==> config.mk <==
export PLATFORM = sky130hd
export DESIGN_NAME = vector_check_seq
export DESIGN_NICKNAME = d
export VERILOG_FILES = /design/src/rtl/vector_check_seq.sv
export SDC_FILE = /design/constraint.sdc
export NUM_CORES = 1
export LEC_CHECK = 0
export ABC_AREA = 0
export BUFFER_PORTS_ARGS = -buffer_cell sky130_fd_sc_hd__buf_2
export CORE_MARGIN = 2
export CORE_UTILIZATION = 30
export CTS_CLUSTER_DIAMETER = 200
export CTS_CLUSTER_SIZE = 28
export DETAILED_ROUTE_END_ITERATION = 8
export HOLD_SLACK_MARGIN = 0.02
export PLACE_DENSITY = 0.49
export SYNTH_ARGS = -nofsm -noshare
export SYNTH_HDL_FRONTEND = slang
export SYNTH_SLANG_ARGS = --single-unit
export TNS_END_PERCENT = 30
==> constraint.sdc <==
create_clock -name clk -period 3 [get_ports clk]
set_input_delay 0.6 -clock clk [delete_from_list [all_inputs] [get_ports clk]]
set_output_delay 0.6 -clock clk [all_outputs]
set_load 0.05 [all_outputs]
==> src/rtl/vector_check_seq.sv <==
// Clocked vector sequencer: applies stored {inputs, expected} vectors to a logic-cell DUT,
// samples its response after a settle window and accumulates a pass/fail verdict.
module vector_check_seq #(
  parameter int IN_W   = 2,
  parameter int OUT_W  = 1,
  parameter int DEPTH  = 4,
  parameter int SETTLE = 1,
  localparam int AW = (DEPTH > 1) ? $clog2(DEPTH) : 1,
  localparam int CW = $clog2(DEPTH + 1),
  localparam int VW = IN_W + OUT_W
) (
  input  logic             clk,
  input  logic             rst,
  input  logic             wr_en,
  input  logic [AW-1:0]    wr_addr,
  input  logic [VW-1:0]    wr_data,
  output logic             wr_err,
  input  logic             start,
  output logic [IN_W-1:0]  dut_in,
  output logic             vec_valid,
  input  logic [OUT_W-1:0] dut_out,
  output logic             busy,
  output logic             done,
  output logic             pass,
  output logic [CW-1:0]    err_count,
  output logic [AW-1:0]    first_err_addr
);

  localparam logic [2:0] S_IDLE   = 3'd0;
  localparam logic [2:0] S_APPLY  = 3'd1;
  localparam logic [2:0] S_SETTLE = 3'd2;
  localparam logic [2:0] S_CHECK  = 3'd3;
  localparam logic [2:0] S_DONE   = 3'd4;

  localparam int SW = (SETTLE > 1) ? $clog2(SETTLE) : 1;
  localparam logic [SW-1:0] SLAST   = SW'((SETTLE > 0) ? SETTLE - 1 : 0);
  localparam logic [AW-1:0] ILAST   = AW'(DEPTH - 1);
  localparam logic [AW:0]   DEPTH_V = (AW + 1)'(DEPTH);

  logic [VW-1:0] tbl [2**AW];
  logic [2:0]    state;
  logic [AW-1:0] idx;
  logic [SW-1:0] scnt;
  logic          idle_like;
  logic          addr_ok;

  assign idle_like = (state == S_IDLE) || (state == S_DONE);
  assign addr_ok   = ({1'b0, wr_addr} < DEPTH_V);
  assign busy      = (state == S_APPLY) || (state == S_SETTLE) || (state == S_CHECK);
  assign done      = (state == S_DONE);
  assign pass      = done && (err_count == '0);

  // Table storage is deliberately left out of reset so vectors survive an aborted run.
  always_ff @(posedge clk) begin
    if (!rst && wr_en && idle_like && addr_ok)
      tbl[wr_addr] <= wr_data;
  end

  always_ff @(posedge clk) begin
    if (rst) begin
      state          <= S_IDLE;
      dut_in         <= '0;
      vec_valid      <= 1'b0;
      wr_err         <= 1'b0;
      err_count      <= '0;
      first_err_addr <= '0;
      idx            <= '0;
      scnt           <= '0;
    end else begin
      wr_err <= wr_en && !(idle_like && addr_ok);
      case (state)
        S_IDLE, S_DONE: begin
          if (start) begin
            state          <= S_APPLY;
            idx            <= '0;
            err_count      <= '0;
            first_err_addr <= '0;
          end
        end
        S_APPLY: begin
          dut_in    <= tbl[idx][VW-1:OUT_W];
          vec_valid <= 1'b1;
          scnt      <= '0;
          state     <= (SETTLE > 0) ? S_SETTLE : S_CHECK;
        end
        S_SETTLE: begin
          if (scnt == SLAST) state <= S_CHECK;
          else               scnt  <= scnt + SW'(1);
        end
        S_CHECK: begin
          if (dut_out != tbl[idx][OUT_W-1:0]) begin
            err_count <= err_count + CW'(1);
            if (err_count == '0) first_err_addr <= idx;
          end
          if (idx == ILAST) begin
            state     <= S_DONE;
            vec_valid <= 1'b0;
          end else begin
            idx   <= idx + AW'(1);
            state <= S_APPLY;
          end
        end
        default: state <= S_IDLE;
      endcase
    end
  end

endmodule

==> results.sh, run 1 <==
export IMPL_p_leak_uw=0.0005535
export IMPL_relSlewSlack_pct=69.77
export IMPL_max_freq_mhz=481.9
export IMPL_nNetsFinal=141
export IMPL_first_pass_iters=4
export IMPL_syn_inst=105
export IMPL_cp_cell_sequence="nor2_1 > nand2_1 > nor2_1 > buf_2"
export IMPL_synth_top_family_by_area="simple AND/OR/NAND/NOR gates"
export IMPL_yosys_warnings=0
export IMPL_die_area_sq_um=4517
export IMPL_setup_ws_ns=0.9247
export IMPL_powerDensity_nw_per_um2=616.4
export IMPL_grt_pass1_vias=764
export IMPL_crit_type="flip-flop to primary output"
export IMPL_wl_per_cell_um=11.74
export IMPL_remaining_drc_errors=0
export IMPL_final_util_pct=37.33
export IMPL_cts_root_buf="clkbuf_8"
export IMPL_max_slew_worst_pin_slew_ns=0.4525
export IMPL_track_usage_pct=9.866
export IMPL_ys_seq_area_share_pct=56.78
export IMPL_grt_start_max_net_pins=16
export IMPL_synth_mux_area_fraction_pct=7.933
export IMPL_p_total_uw=861.4
export IMPL_ctsResizeCount=0
export IMPL_worstPathRequired_ns=2.40
export IMPL_grt_pass1_wl_um=3284
export IMPL_synth_compound_area_share_pct=8.455
export IMPL_worstPathMaxFanout=8
export IMPL_die_h_um=67.21
export IMPL_antenna_found_initial=0
export IMPL_drt_iter0_drc=31
export IMPL_hold_class="flip-flop to flip-flop"
export IMPL_pre_cts_ws_ns=0.9071
export IMPL_io_pins=22
export IMPL_critPathSlowestCell="dfxtp_1"
export IMPL_ys_types=26
export IMPL_status="finished clean"
export IMPL_portBuffers=21
export IMPL_drv_cap=0
export IMPL_gp_congestion=0.6882
export IMPL_rows=22
export IMPL_clkLatencyLatePin_ns=0.27
export IMPL_layout_commonest_cell="buf_2"
export IMPL_synth_area_top_cells="edfxtp_1 30%, dfxtp_1 27%, nor2_1 4.7%"
export IMPL_initial_core_util_pct=32.02
export IMPL_min_period_over_period_pct=69.18
export IMPL_die_w_um=67.21
export IMPL_clk_pin_slew_ns=0.09
export IMPL_area_delta_synth_final_pct=16.60
export IMPL_drt_wl_total_um=2054
export IMPL_final_cell_mix="21 x buf_2, 16 x dfxtp_1, 15 x nor2_1"
export IMPL_tns_ns=0
export IMPL_vdd_drop_max_v=0.0001707
export IMPL_synth_xor_area_share_pct=3.445
export IMPL_synth_top_area_share_pct=30.06
export IMPL_cts_hold_buf=0
export IMPL_cts_buffers=3
export IMPL_period_minus_slack_ns=2.075
export IMPL_setup_violations=0
export IMPL_syn_area_sq_um=1199
export IMPL_crit_path_frequent_cell="nor2_1"
export IMPL_synth_seq_cells=28
export IMPL_drv_slew=0
export IMPL_post_synth_cell_area_avg_sq_um=11.42
export IMPL_cts_htree_levels=1
export IMPL_rsz0062_at_grt="no"
export IMPL_post_cts_buffers=0
export IMPL_diodes=0
export IMPL_grt_overflow_total=0
export IMPL_yosysTopAreaCell="edfxtp_1"
export IMPL_cts_sinks=28
export IMPL_critPathMaxStageDelay_ns=0.40
export IMPL_finClkSkew_ns=0.007769
export IMPL_clk_path_buf_depth=2
export IMPL_drive_above_1_share_pct=21.26
export IMPL_antenna_left=0
export IMPL_syn_nets=118
export IMPL_nFillCells=384
export IMPL_yosys_area_share_adder_pct=3.132
export IMPL_vias=789
export IMPL_hpwl_um=1583
export IMPL_critPathArrivalTime_ns=1.48
export IMPL_crit_path_start_kind="flip-flop"
export IMPL_synthSimpleGateAreaFrac_pct=18.06
export IMPL_via_per_inst=4.509
export IMPL_cts_tree="yes"
export IMPL_cp_end_kind="primary output"
export IMPL_coreArea_sq_um=3744
export IMPL_hold_viol_final=0
-- synth_stat cells --
| master | count |
|---|---|
| a21oi_1 | 9 |
| nand2_1 | 5 |
| o211ai_1 | 4 |
| and3b_1 | 2 |
| xnor2_2 | 1 |
| mux2i_1 | 2 |
| xnor2_1 | 1 |
| and3_1 | 1 |
| edfxtp_1 | 12 |
| or3_1 | 1 |
| xor2_2 | 1 |
| nor3b_1 | 2 |
| dfxtp_1 | 16 |
| nand2b_1 | 5 |
| inv_1 | 4 |
| mux4_1 | 2 |
| o21ai_1 | 2 |
| mux4_2 | 1 |
| a2bb2oi_1 | 1 |
| nor2_1 | 15 |
| ha_1 | 3 |
| clkbuf_1 | 3 |
| a211oi_1 | 1 |
| nor3_1 | 2 |
| nand3b_1 | 4 |
| nand3_1 | 5 |
-- per-stage QoR --
| stage | instance area [sq um] | hold WS, ns | instances |
|---|---|---|---|
| final | 1398 | 0.4860 | 175 |
| after global routing | 1398 | 0.5179 | 175 |
| after CTS | 1398 | 0.4952 | 175 |
| after detailed placement | 1353 | 0.4713 | 171 |
| after global placement | 1353 | 0.4786 | 171 |
| after floorplan | 1199 | 0.4605 | 105 |
-- cell families after synthesis --
group | count (synthesis)
fa+ha+maj | 3
simple gates | 42
buf+inv | 7
xor+xnor | 3
compound gates | 17
mux | 5
flops | 28
-- metal layers --
layer | GRT usage, % | vias up | share of wire, %
li1 | - | 424 | -
met1 | 11.50 | 351 | 46
met2 | 17.33 | 12 | 49
met3 | 2.000 | 2 | 4.2
met4 | 4.592 | 0 | 0.97
met5 | 0 | - | 0
-- sequential cells by signal (all words and copies together) (netlist names), named ones only --
register	flops
wr_err	1
idx	2
state	3
first_err_addr	2
dut_in	2
err_count	3
tbl	12
vec_valid	1
-- where the power goes --
part           leakage, uW  switching [uW]  internal [uW]
Clock            0.0000231             108           91.6
Sequential        0.000239            28.4            426
Combinational     0.000292             141           67.1
-- cell type report --
type	count	area [sq um]	area share, %
Clock inverter	1	3.754	0.2686
Clock buffer	3	41.29	2.954
Tap cell	48	60.06	4.297
Multi-Input combinational cell	70	491.7	35.18
Inverter	4	15.01	1.074
Sequential cell	28	680.7	48.70
Timing Repair Buffer	21	105.1	7.520
-- worst paths after layout --
check                 start            to  slack [ns]  depth (start not counted)
hold reg to reg   vec_valid     vec_valid        0.49                          2
hold / removal    vec_valid     vec_valid        0.49                          2
setup / recovery   state[0]          pass        0.92                          4
setup reg to reg  flip-flop  err_count[0]        1.36                          4
-- critical path: cells and delay by family (launching register included) --
kind	cells	cell delay [ns]
flops	1	0.40
buf+inv	1	0.26
simple gates	3	0.54
Power figures use the tool's default switching activity.
==> run 2, diff against run 1 <==
Settings changed: ABC_AREA 0 to 1.
Clock period 3 ns to 2.1 ns, I/O delays scaled along.
==> run 2 against run 1 <==
Critical path depth unchanged. Cell count increased by 22%. Synthesized cell count up 32%. Worst setup slack got worse by 0.65 ns. Sequential power up 41%. Sequential share of layout area shrank 3.9 points. Hold slack got worse by 0.12 ns. Clock power up 110%. Total power grew 64%. Wire length up 25%. Non-clock buffer count stayed put. Critical endpoint unchanged. Largest cell class unchanged.
==> results.sh, run 2 <==
export IMPL_status="finished clean"
export IMPL_multi_input_area_sq_um=513.0
export IMPL_nFillCells=417
export IMPL_grt_start_max_net_pins=17
export IMPL_hpwl_um=2042
export IMPL_dpl_cell_area_sq_um=1448
export IMPL_rrSetupSlack_ns=0.59
export IMPL_relSlewSlack_pct=70.29
export IMPL_grt_overflow_total=0
export IMPL_ctsResizeCount=0
export IMPL_crit_path_start_kind="flip-flop"
export IMPL_vdd_drop_max_v=0.0003399
export IMPL_synth_edff_count=12
export IMPL_whs_path_depth=1
export IMPL_synthTopCellsByCount="20 x nand2_1, 19 x inv_1, 16 x dfxtp_1"
export IMPL_cts_tree="yes"
export IMPL_cts_htree_levels=1
export IMPL_via_per_inst=4.606
export IMPL_cp_end_kind="primary output"
export IMPL_worstPathRequired_ns=1.68
export IMPL_yosysTopAreaCell="edfxtp_1"
export IMPL_min_period_over_period_pct=86.93
export IMPL_max_freq_mhz=547.8
export IMPL_critPathSlowestCell="dfxtp_1"
export IMPL_ys_seq_area_share_pct=53.65
export IMPL_cts_sinks=28
export IMPL_startpoint="state[0]"
export IMPL_nNetsFinal=177
export IMPL_cts_hold_buf=0
export IMPL_crit_buf_inv=2
export IMPL_post_synth_cell_area_avg_sq_um=9.127
export IMPL_top_register="tbl"
export IMPL_tns_ns=0
export IMPL_coreArea_sq_um=4029
export IMPL_drv_slew=0
export IMPL_gp_congestion=0.7867
export IMPL_drt_iter0_drc=47
export IMPL_max_slew_worst_pin_slew_ns=0.4422
export IMPL_layout_commonest_cell="buf_2"
export IMPL_ys_types=25
export IMPL_die_w_um=69.03
export IMPL_crit_type="flip-flop to primary output"
export IMPL_die_area_sq_um=4765
export IMPL_min_from="wr_data[2]"
export IMPL_cp_top_family="buffers and inverters"
export IMPL_powerDensity_nw_per_um2=930.1
export IMPL_seq_area_sq_um=680.7
export IMPL_async_flop_share_pct=0
export IMPL_critPathArrivalTime_ns=1.41
export IMPL_die_h_um=69.03
export IMPL_p_leak_uw=0.0006736
export IMPL_cp_cell_sequence="nor2_2 > inv_2 > nor4_4 > buf_2"
export IMPL_clk_path_buf_depth=2
export IMPL_largest_register_ffs=12
export IMPL_drive_above_1_share_pct=28.22
export IMPL_yosys_warnings=0
export IMPL_first_pass_iters=4
export IMPL_io_pins=22
export IMPL_worstPathMaxFanout=5
export IMPL_synth_flop_cell="dfxtp_1"
export IMPL_antenna_left=0
export IMPL_r2r_start="state[0]"
export IMPL_drv_cap=0
export IMPL_finClkSkew_ns=0.007698
export IMPL_min_to="tbl[3][2]"
export IMPL_diodes=0
export IMPL_p_total_uw=1413
export IMPL_grt_pass1_vias=1029
export IMPL_track_usage_pct=11.91
export IMPL_drt_wl_total_um=2563
export IMPL_reg2reg_depth=3
export IMPL_setup_violations=0
export IMPL_synth_top_area_share_pct=28.40
export IMPL_period_minus_slack_ns=1.826
export IMPL_synth_seq_cells=28
export IMPL_vias=981
export IMPL_syn_nets=152
export IMPL_final_util_pct=37.70
export IMPL_whs_ns=0.3615
export IMPL_post_cts_buffers=0
export IMPL_hold_viol_final=0
export IMPL_hold_class="primary input to flip-flop"
export IMPL_grt_pass1_wl_um=4574
export IMPL_critPathMaxStageDelay_ns=0.36
export IMPL_area_delta_synth_final_pct=19.72
export IMPL_clkLatencyLatePin_ns=0.28
export IMPL_rows=23
export IMPL_cts_buffers=3
export IMPL_rsz0062_at_grt="no"
export IMPL_remaining_drc_errors=0
export IMPL_cts_root_buf="clkbuf_8"
export IMPL_syn_area_sq_um=1269
export IMPL_synth_area_top_cells="edfxtp_1 28%, dfxtp_1 25%, nand2_1 5.9%"
export IMPL_final_cell_mix="21 x buf_2, 20 x nand2_1, 19 x inv_1"
export IMPL_synth_most_common_cell="nand2_1"
export IMPL_wl_per_cell_um=12.03
export IMPL_portBuffers=21
export IMPL_rr_endpoint="tbl[1][1]"
export IMPL_final_area_sq_um=1519
export IMPL_antenna_found_initial=0
export IMPL_reg_top3="tbl (12), err_count (3), state (3)"
export IMPL_initial_core_util_pct=31.49
export IMPL_syn_inst=139
export IMPL_clk_pin_slew_ns=0.10
run 2: kinds of logic after synthesis:
kind of cell    synth area share [%]
simple gates                   24.06
flops                          53.65
compound gates                 11.54
buf+inv                        7.100
fa+ha+maj                      2.959
xor+xnor                      0.6905
run 2: final cells by class:
| cell class | count | area share [%] |
|---|---|---|
| Inverter | 23 | 5.684 |
| Clock buffer | 3 | 2.718 |
| Clock inverter | 1 | 1.977 |
| Sequential cell | 28 | 44.81 |
| Timing Repair Buffer | 21 | 6.919 |
| Tap cell | 50 | 4.119 |
| Multi-Input combinational cell | 87 | 33.77 |
run 2: metal layers:
layer,GRT usage (%),wire length [um]
met1,14.04,1206
met2,20.73,1228
met3,2.047,74
met4,5.882,53
met5,0,0
run 2: worst max-delay path by stage:
stage                      endpoint  slack (ns)  depth (start not counted)
final                          pass        0.27                          4
after CTS                      pass        0.25                          4
after detailed placement  tbl[0][1]        0.42                          4
after floorplan                pass        0.28                          4
after global placement    tbl[0][1]        0.49                          4
after global routing           pass        0.15                          4
run 2: per-stage QoR:
stage / worst slack [ns] / std cells
2_1_floorplan: 0.2762 / 139
3_3_place_gp: 0.4945 / 209
3_5_place_dp: 0.4234 / 209
4_1_cts: 0.2504 / 213
5_1_grt: 0.1511 / 213
6_report: 0.2744 / 213
run 2: where the power goes:
| group | internal [uW] | switching, uW |
|---|---|---|
| registers | 609 | 30.4 |
| logic | 97.6 | 250 |
| clock network | 256 | 170 |
==> run 3, diff against run 2 <==
Settings changed: ABC_CLOCK_PERIOD_IN_PS set to 2100, BUFFER_PORTS_ARGS -buffer_cell sky130_fd_sc_hd__buf_2 to -buffer_cell sky130_fd_sc_hd__clkbuf_2.
==> run 3 against run 2 <==
Register-to-register slack worse by 0.09 ns. Sequential share of layout area shrank 0.22 points. Critical path depth unchanged. Non-clock buffer count increased by 1. First-iteration DRC count fell by 40%. Worst setup slack got worse by 0.022 ns. Maximum frequency is 1.2% lower. Clock skew about the same. Cell area up 0.49%. Global-route usage decreased by 0.70 points. Die area unchanged. Largest power group unchanged.
==> results.sh, run 3 (synthesized netlist as in run 2, its figures left out) <==
export IMPL_reg_top3="tbl (12), err_count (3), state (3)"
export IMPL_clk_pin_slew_ns=0.10
export IMPL_worstPathMaxFanout=5
export IMPL_crit_buf_inv=2
export IMPL_die_area_sq_um=4765
export IMPL_cts_sinks=28
export IMPL_first_pass_iters=4
export IMPL_grt_start_max_net_pins=17
export IMPL_gp_congestion=0.7739
export IMPL_hpwl_um=1942
export IMPL_relSlewSlack_pct=64.39
export IMPL_antenna_left=0
export IMPL_hold_viol_final=0
export IMPL_critPathArrivalTime_ns=1.43
export IMPL_cts_htree_levels=1
export IMPL_critPathSlowestCell="dfxtp_1"
export IMPL_ctsResizeCount=0
export IMPL_drv_cap=0
export IMPL_portBuffers=21
export IMPL_rrSetupSlack_ns=0.50
export IMPL_hold_class="primary input to flip-flop"
export IMPL_p_total_uw=1419
export IMPL_top_register="tbl"
export IMPL_cp_end_kind="primary output"
export IMPL_powerDensity_nw_per_um2=929.6
export IMPL_cts_root_buf="clkbuf_8"
export IMPL_critPathMaxStageDelay_ns=0.36
export IMPL_initial_core_util_pct=31.49
export IMPL_cp_cell_sequence="nor2_2 > inv_2 > nor4_4 > clkbuf_2"
export IMPL_die_w_um=69.03
export IMPL_vias=958
export IMPL_cts_tree="yes"
export IMPL_crit_path_start_kind="flip-flop"
export IMPL_drv_slew=0
export IMPL_tns_ns=0
export IMPL_wl_per_cell_um=11.70
export IMPL_post_cts_buffers=0
export IMPL_clkLatencyLatePin_ns=0.28
export IMPL_die_h_um=69.03
export IMPL_worstPathRequired_ns=1.68
export IMPL_drive_above_1_share_pct=28.66
export IMPL_via_per_inst=4.477
export IMPL_max_freq_mhz=541.1
export IMPL_p_leak_uw=0.0006717
export IMPL_rows=23
export IMPL_drt_iter0_drc=28
export IMPL_rsz0062_at_grt="no"
export IMPL_grt_pass1_wl_um=4284
export IMPL_cts_buffers=3
export IMPL_layout_commonest_cell="clkbuf_2"
export IMPL_vdd_drop_max_v=0.0003796
export IMPL_drt_wl_total_um=2503
export IMPL_finClkSkew_ns=0.007672
export IMPL_crit_type="flip-flop to primary output"
export IMPL_min_period_over_period_pct=88.00
export IMPL_grt_overflow_total=0
export IMPL_area_delta_synth_final_pct=20.32
export IMPL_cp_top_family="buffers and inverters"
export IMPL_largest_register_ffs=12
export IMPL_track_usage_pct=11.20
export IMPL_nNetsFinal=178
export IMPL_status="finished clean"
export IMPL_period_minus_slack_ns=1.848
export IMPL_setup_violations=0
export IMPL_final_cell_mix="21 x clkbuf_2, 20 x nand2_1, 19 x inv_1"
export IMPL_remaining_drc_errors=0
export IMPL_coreArea_sq_um=4029
export IMPL_grt_pass1_vias=882
export IMPL_diodes=0
export IMPL_io_pins=22
export IMPL_cts_hold_buf=0
export IMPL_nFillCells=430
export IMPL_antenna_found_initial=0
export IMPL_max_slew_worst_pin_slew_ns=0.5301
export IMPL_clk_path_buf_depth=2
[run 3: cell count changes in the layout (fill, tap and decap cells not counted), sizes merged]
cell	delta
buf	-20
clkbuf	+21
[run 3: final cells by class]
cell class / count / area (sq um) / area share (%)
inverters: 23 / 86.33 / 5.656
well taps: 50 / 62.56 / 4.098
clock inverters: 1 / 30.03 / 1.967
multi-input cells: 87 / 513.0 / 33.61
clock buffers: 3 / 41.29 / 2.705
flip-flops and latches: 28 / 680.7 / 44.59
repair buffers: 22 / 112.6 / 7.377
[run 3: through the flow]
step | util (%) | worst slack [ns] | area, sq um | hold WS [ns] | cells
finish | 37.89 | 0.2520 | 1526 | 0.3583 | 214
global placement | 36.12 | 0.4235 | 1455 | 0.4516 | 210
global route | 37.89 | 0.1250 | 1526 | 0.3572 | 214
CTS | 37.89 | 0.2308 | 1526 | 0.3570 | 214
floorplan | - | 0.2762 | 1284 | 0.4764 | 139
detailed placement | 36.12 | 0.4401 | 1455 | 0.4668 | 210
[run 3: per-layer routing]
| layer | up-vias | global-route usage [%] | part of all wire [%] | wire, um |
|---|---|---|---|---|
| li1 | 519 | - | - | - |
| met1 | 424 | 15.52 | 49 | 1232 |
| met2 | 13 | 17.31 | 46 | 1157 |
| met3 | 2 | 1.462 | 3.7 | 92 |
| met4 | 0 | 5.229 | 0.84 | 21 |
| met5 | - | 0 | 0 | 0 |
[run 3: path summary, 6_finish.rpt]
kind | to | cells past startpoint | startpoint
max | pass | 4 | state[0]
min | tbl[0][0] | 1 | wr_data[0]
max reg2reg | tbl[3][1] | 3 | state[0]
min reg2reg | vec_valid | 2 | vec_valid
[run 3: report_power, final]
group	internal [uW]	switching, uW
clock	255	175
sequential	609	32.0
combinational	97.9	250
total	962	457
